--- config.mk ---
export PLATFORM = sky130hd
export DESIGN_NAME = step_gen
export DESIGN_NICKNAME = d
export VERILOG_FILES = /design/src/rtl/step_gen_pkg.sv /design/src/rtl/sync_ff.sv /design/src/rtl/step_gen.sv
export SDC_FILE = /design/constraint.sdc
export NUM_CORES = 1
export LEC_CHECK = 0
export CAP_MARGIN = 20
export CORE_ASPECT_RATIO = 2
export CORE_MARGIN = 2
export CORE_UTILIZATION = 40
export CTS_BUF_LIST = sky130_fd_sc_hd__clkbuf_2 sky130_fd_sc_hd__clkbuf_4 sky130_fd_sc_hd__clkbuf_8
export CTS_CLUSTER_SIZE = 14
export DETAILED_ROUTE_END_ITERATION = 6
export PLACE_DENSITY = 0.62
export RECOVER_POWER = 50
export SETUP_SLACK_MARGIN = 0.4
export SYNTH_ARGS = -nofsm -noshare
export SYNTH_HDL_FRONTEND = slang
export SYNTH_SLANG_ARGS = --single-unit
--- constraint.sdc ---
create_clock -name clk -period 1.7 [get_ports clk]
set_input_delay 0.34 -clock clk [delete_from_list [all_inputs] [get_ports clk]]
set_output_delay 0.34 -clock clk [all_outputs]
set_load 0.005 [all_outputs]
--- src/rtl/step_gen_pkg.sv ---
// step_gen_pkg: shared types and helpers for the push-button step generator.
//   statetype - debounce / auto-repeat FSM states
//   cnt_width - width of the single shared counter, sized for the largest
//               terminal count among the three timing parameters
package step_gen_pkg;

  typedef enum logic [2:0] {IDLE, DB_PRESS, HELD, REPEAT, DB_RELEASE} statetype;

  function automatic int unsigned cnt_width(input int unsigned a,
                                            input int unsigned b,
                                            input int unsigned c);
    int unsigned m;
    m = a;
    if (b > m) m = b;
    if (c > m) m = c;
    return $clog2(m);
  endfunction

endpackage

--- src/rtl/sync_ff.sv ---
// sync_ff: multi-flop synchroniser for a single asynchronous input.
//   clk   - destination clock
//   reset - asynchronous active-low reset, clears the chain
//   d     - asynchronous input level
//   q     - synchronised level, SYNC_STAGES edges behind d
module sync_ff #(
  parameter int unsigned SYNC_STAGES = 2
) (
  input  logic clk,
  input  logic reset,
  input  logic d,
  output logic q
);

  logic [SYNC_STAGES-1:0] chain;

  always_ff @(posedge clk or negedge reset) begin
    if (!reset) chain <= '0;
    else        chain <= {chain[SYNC_STAGES-2:0], d};
  end

  assign q = chain[SYNC_STAGES-1];

endmodule

--- src/rtl/step_gen.sv ---
// step_gen: turns a raw bouncing push-button into clean one-cycle enable
// strobes (one per press, plus optional auto-repeat while held).
//   clk       - system clock
//   reset     - asynchronous active-low reset
//   btn       - raw button level, 1 = pressed
//   repeat_en - quasi-static auto-repeat enable
//   enable    - registered one-cycle strobe
//   pressed   - registered debounced button level
module step_gen
  import step_gen_pkg::*;
#(
  parameter int unsigned SYNC_STAGES     = 2,
  parameter int unsigned DEBOUNCE_CYCLES = 50000,
  parameter int unsigned REPEAT_DELAY    = 25000000,
  parameter int unsigned REPEAT_PERIOD   = 5000000
) (
  input  logic clk,
  input  logic reset,
  input  logic btn,
  input  logic repeat_en,
  output logic enable,
  output logic pressed
);

  localparam int unsigned CW = cnt_width(DEBOUNCE_CYCLES, REPEAT_DELAY, REPEAT_PERIOD);
  localparam logic [CW-1:0] DB_LAST = CW'(DEBOUNCE_CYCLES - 1);
  localparam logic [CW-1:0] RD_LAST = CW'(REPEAT_DELAY - 1);
  localparam logic [CW-1:0] RP_LAST = CW'(REPEAT_PERIOD - 1);

  logic          btn_s;
  statetype      state, next_state;
  logic [CW-1:0] cnt, cnt_next;
  logic          strobe;
  logic          pressed_next;

  sync_ff #(.SYNC_STAGES(SYNC_STAGES)) u_sync (
    .clk   (clk),
    .reset (reset),
    .d     (btn),
    .q     (btn_s)
  );

  always_ff @(posedge clk or negedge reset) begin
    if (!reset) begin
      state   <= IDLE;
      cnt     <= '0;
      enable  <= 1'b0;
      pressed <= 1'b0;
    end else begin
      state   <= next_state;
      cnt     <= cnt_next;
      enable  <= strobe;
      pressed <= pressed_next;
    end
  end

  always_comb begin
    next_state = state;
    cnt_next   = cnt;
    strobe     = 1'b0;
    case (state)
      IDLE: begin
        cnt_next = '0;
        if (btn_s) next_state = DB_PRESS;
      end
      DB_PRESS: begin
        if (!btn_s) begin
          next_state = IDLE;
          cnt_next   = '0;
        end else if (cnt == DB_LAST) begin
          next_state = HELD;
          cnt_next   = '0;
          strobe     = 1'b1;
        end else begin
          cnt_next = cnt + CW'(1);
        end
      end
      HELD: begin
        if (!btn_s) begin
          next_state = DB_RELEASE;
          cnt_next   = '0;
        end else if (!repeat_en) begin
          cnt_next = '0;
        end else if (cnt == RD_LAST) begin
          next_state = REPEAT;
          cnt_next   = '0;
          strobe     = 1'b1;
        end else begin
          cnt_next = cnt + CW'(1);
        end
      end
      REPEAT: begin
        if (!btn_s) begin
          next_state = DB_RELEASE;
          cnt_next   = '0;
        end else if (!repeat_en) begin
          next_state = HELD;
          cnt_next   = '0;
        end else if (cnt == RP_LAST) begin
          cnt_next = '0;
          strobe   = 1'b1;
        end else begin
          cnt_next = cnt + CW'(1);
        end
      end
      DB_RELEASE: begin
        // A bounce back to 1 returns to HELD without a strobe.
        if (btn_s) begin
          next_state = HELD;
          cnt_next   = '0;
        end else if (cnt == DB_LAST) begin
          next_state = IDLE;
          cnt_next   = '0;
        end else begin
          cnt_next = cnt + CW'(1);
        end
      end
      default: begin
        next_state = IDLE;
        cnt_next   = '0;
      end
    endcase
  end

  // pressed follows the state being entered so it changes on the same edge.
  always_comb begin
    pressed_next = (next_state == HELD) || (next_state == REPEAT) ||
                   (next_state == DB_RELEASE);
  end

endmodule

==> results of run 1 <==
## layer usage
metal,track usage,vias up
met4,0.157,0
met3,0.0388,27
li1,-,686
met1,0.197,749
met2,0.410,41
met5,0,-
## final timing paths
kind	startpoint	endpoint	slack (ns)	depth (start not counted)
worst min-delay path	u_sync.chain[0]	u_sync.chain[1]	0.35	0
worst max register to register	cnt[11]	cnt[1]	-0.27	7
max in group asynchronous	reset	cnt[10]	0.50	2
worst min register to register	u_sync.chain[0]	u_sync.chain[1]	0.35	0
min in group asynchronous	reset	pressed	0.68	2
worst max-delay path	cnt[11]	cnt[1]	-0.27	7
## metrics by stage
| step | power (mW) | hold slack [ns] | util | std cells |
|---|---|---|---|---|
| 2_1_floorplan | 0.970 | 0.0444 | - | 171 |
| 3_3_place_gp | 1.07 | 0.341 | 0.504 | 257 |
| 3_5_place_dp | 1.09 | 0.341 | 0.504 | 257 |
| 4_1_cts | 1.88 | 0.356 | 0.567 | 270 |
| 5_1_grt | 2.04 | 0.369 | 0.603 | 273 |
| 6_report | 1.97 | 0.351 | 0.603 | 273 |
## kinds of logic after synthesis
kind of cell | share of synthesized area
XOR/XNOR | 0.119
flip-flops | 0.474
AND/OR/NAND/NOR | 0.309
adder cells (fa/ha/maj) | 0.00740
buffers and inverters | 0.0318
AO/OA/AOI/OAI | 0.0526
multiplexers | 0.00592
## cell usage after synthesis (3+ instances only)
cell type,n,area (µm²)
nand4b_1,3,26.3
inv_1,6,22.5
nor3_1,6,30.0
nand4_1,6,37.5
xnor2_1,10,87.6
nor2_1,34,128
and3_1,3,18.8
xor2_1,13,114
nand3_1,9,45.0
nand2_1,13,48.8
dfrtp_1,32,801
## cell type report
class / count / share of cell area
clock buffers: 7 / 0.0391
inverters: 6 / 0.00914
repair buffers: 47 / 0.181
multi-input cells: 129 / 0.420
well taps: 52 / 0.0264
flip-flops and latches: 32 / 0.325
## state kept, by name (all words and copies together), names as in the netlist
signal / count
cnt: 25
enable: 1
pressed: 1
state: 3
u_sync.chain: 2
## critical path: stages, from the launching register on
cell and delay, ns:
dfrtp_1 0.40, or4b_4 0.56, nor4_4 0.23, a31oi_4 0.16
a21oi_4 0.17, buf_6 0.15, buf_12 0.14, nor2b_1 0.05
## repair_timing
item,CTS,global route
hold buffers,0,0
cloned,2,1
resized for setup,22,31
hold endpoints to repair,0,0
pin swaps,8,3
buffers inserted,4,2
setup endpoints to repair,32,30
## power by group
group	internal, mW	total, mW	switching, mW
logic	0.259	0.538	0.279
clock network	0.360	0.627	0.267
registers	0.788	0.806	0.0184
total	1.41	1.97	0.565
==> metrics.txt, run 1 <==
outcome=complete, but fails checks; failing checks=setup timing; critical path capture point type=flip-flop; global route total overflow=0; Die Area=~0.0048 mm²; # IOs=6; ant diodes=0; port buffer count=5; Clk pin slew, worst setup/hold paths=~0.07 ns; Avg Cell Area, Syn=approximately 9.9 µm²; clk buf depth=2; Synth Instances=between 150 and 200; drt pass-1 iters=4; Post-Route WL=~4800 µm; Rel. slew slack=0.461; layout filler cell count=322; mapped cell area=around 0.0017 mm²; Slew @ Worst Pin=0.808 ns; Worst Skew=between 0.006 and 0.007 ns; FF/Latch Area=around 800 µm²; asr flop ratio synth=1.00; total track usage=0.215; Clock Tree Root=clkbuf_8; initial antenna violation count=0; final setup fails=30; Worst EP arrival=between 2 and 2.5 ns; global-route wire length before repair=approximately 7500 µm; Setup WS pre-CTS=-0.184 ns; core area=about 0.0041 mm²; Placed Area=approximately 0.0021 mm²; htree depth=2; largest net degree at the start of global routing=33; width of the die=50.0 µm; dpl hpwl=around 3200 µm; area of the multi-input gates=about 0.0010 mm²; fin crit share=1.16; ys flop type=dfrtp_1; Area Growth Syn to Fin=45.7%; commonest cells after routing, fill and taps aside=33 x buf_4, 32 x dfrtp_1, 17 x nor2_2; Max Clock Freq=between 500 and 600 MHz; final hold violations=0; vias per cell=around 5.5; die height=~96 µm; DRC=0; Iter 0 DRT Violations=15; Nets=~230; GPL Wtd Cong=about 0.81; starting density of the core=0.414; kind of critical path=flip-flop to flip-flop; Clk Latency, worst-skew pair=0.28 ns; RSZ-0062 raised after global routing=true; VDD IR-drop max=0.000646 V; met3 routed WL=120 µm; vias in the first global route=around 1600; met2 wire len=2730 µm; Hold WC Path Type=flip-flop to flip-flop; Cell Pwr Density=roughly 800 mW/mm²; startpoint types=flip-flop; post-synthesis sequential area ratio=0.474; antenna viol nets, final=0; Post-synth EDFFs=0; CTS tree=yes; post-synth net total=between 150 and 200; setup ws final=-0.274 ns; # clock sinks=32; highest routed layer=met4; Synth Register Bits=32; Worst Path Required=about 1.9 ns; Yosys cell types=38; total CTS buffers=5; post-route cell area=between 0.002 and 0.0025 mm²; min Tclk post-route=1.97 ns; commonest non-fill, non-tap cell in the layout=buf_4; Synth warnings=0; Total Negative Setup Slacks=-7.35 ns; Metal-1 WL=between 1500 and 2000 µm; via count=1503; Max FO, Critical Path=7; cell row count=33; Slew Viols, Final=0; DR WL/cell=approximately 18 µm; Leak Pwr=0.986 nW; max-cap viol count=0; layout cell share with drive strength beyond 1=0.439
Power figures use the tool's default switching activity.
==> inputs of run 2 (changes only) <==
--- a/config.mk
+++ b/config.mk
@@ -12,6 +12,7 @@
 export CTS_BUF_LIST = sky130_fd_sc_hd__clkbuf_2 sky130_fd_sc_hd__clkbuf_4 sky130_fd_sc_hd__clkbuf_8
 export CTS_CLUSTER_SIZE = 14
 export DETAILED_ROUTE_END_ITERATION = 6
+export GPL_ROUTABILITY_DRIVEN = 0
 export PLACE_DENSITY = 0.62
 export RECOVER_POWER = 50
 export SETUP_SLACK_MARGIN = 0.4
==> results of run 2 <==
The final DEF is identical to that of run 1; final timing and power are the same.
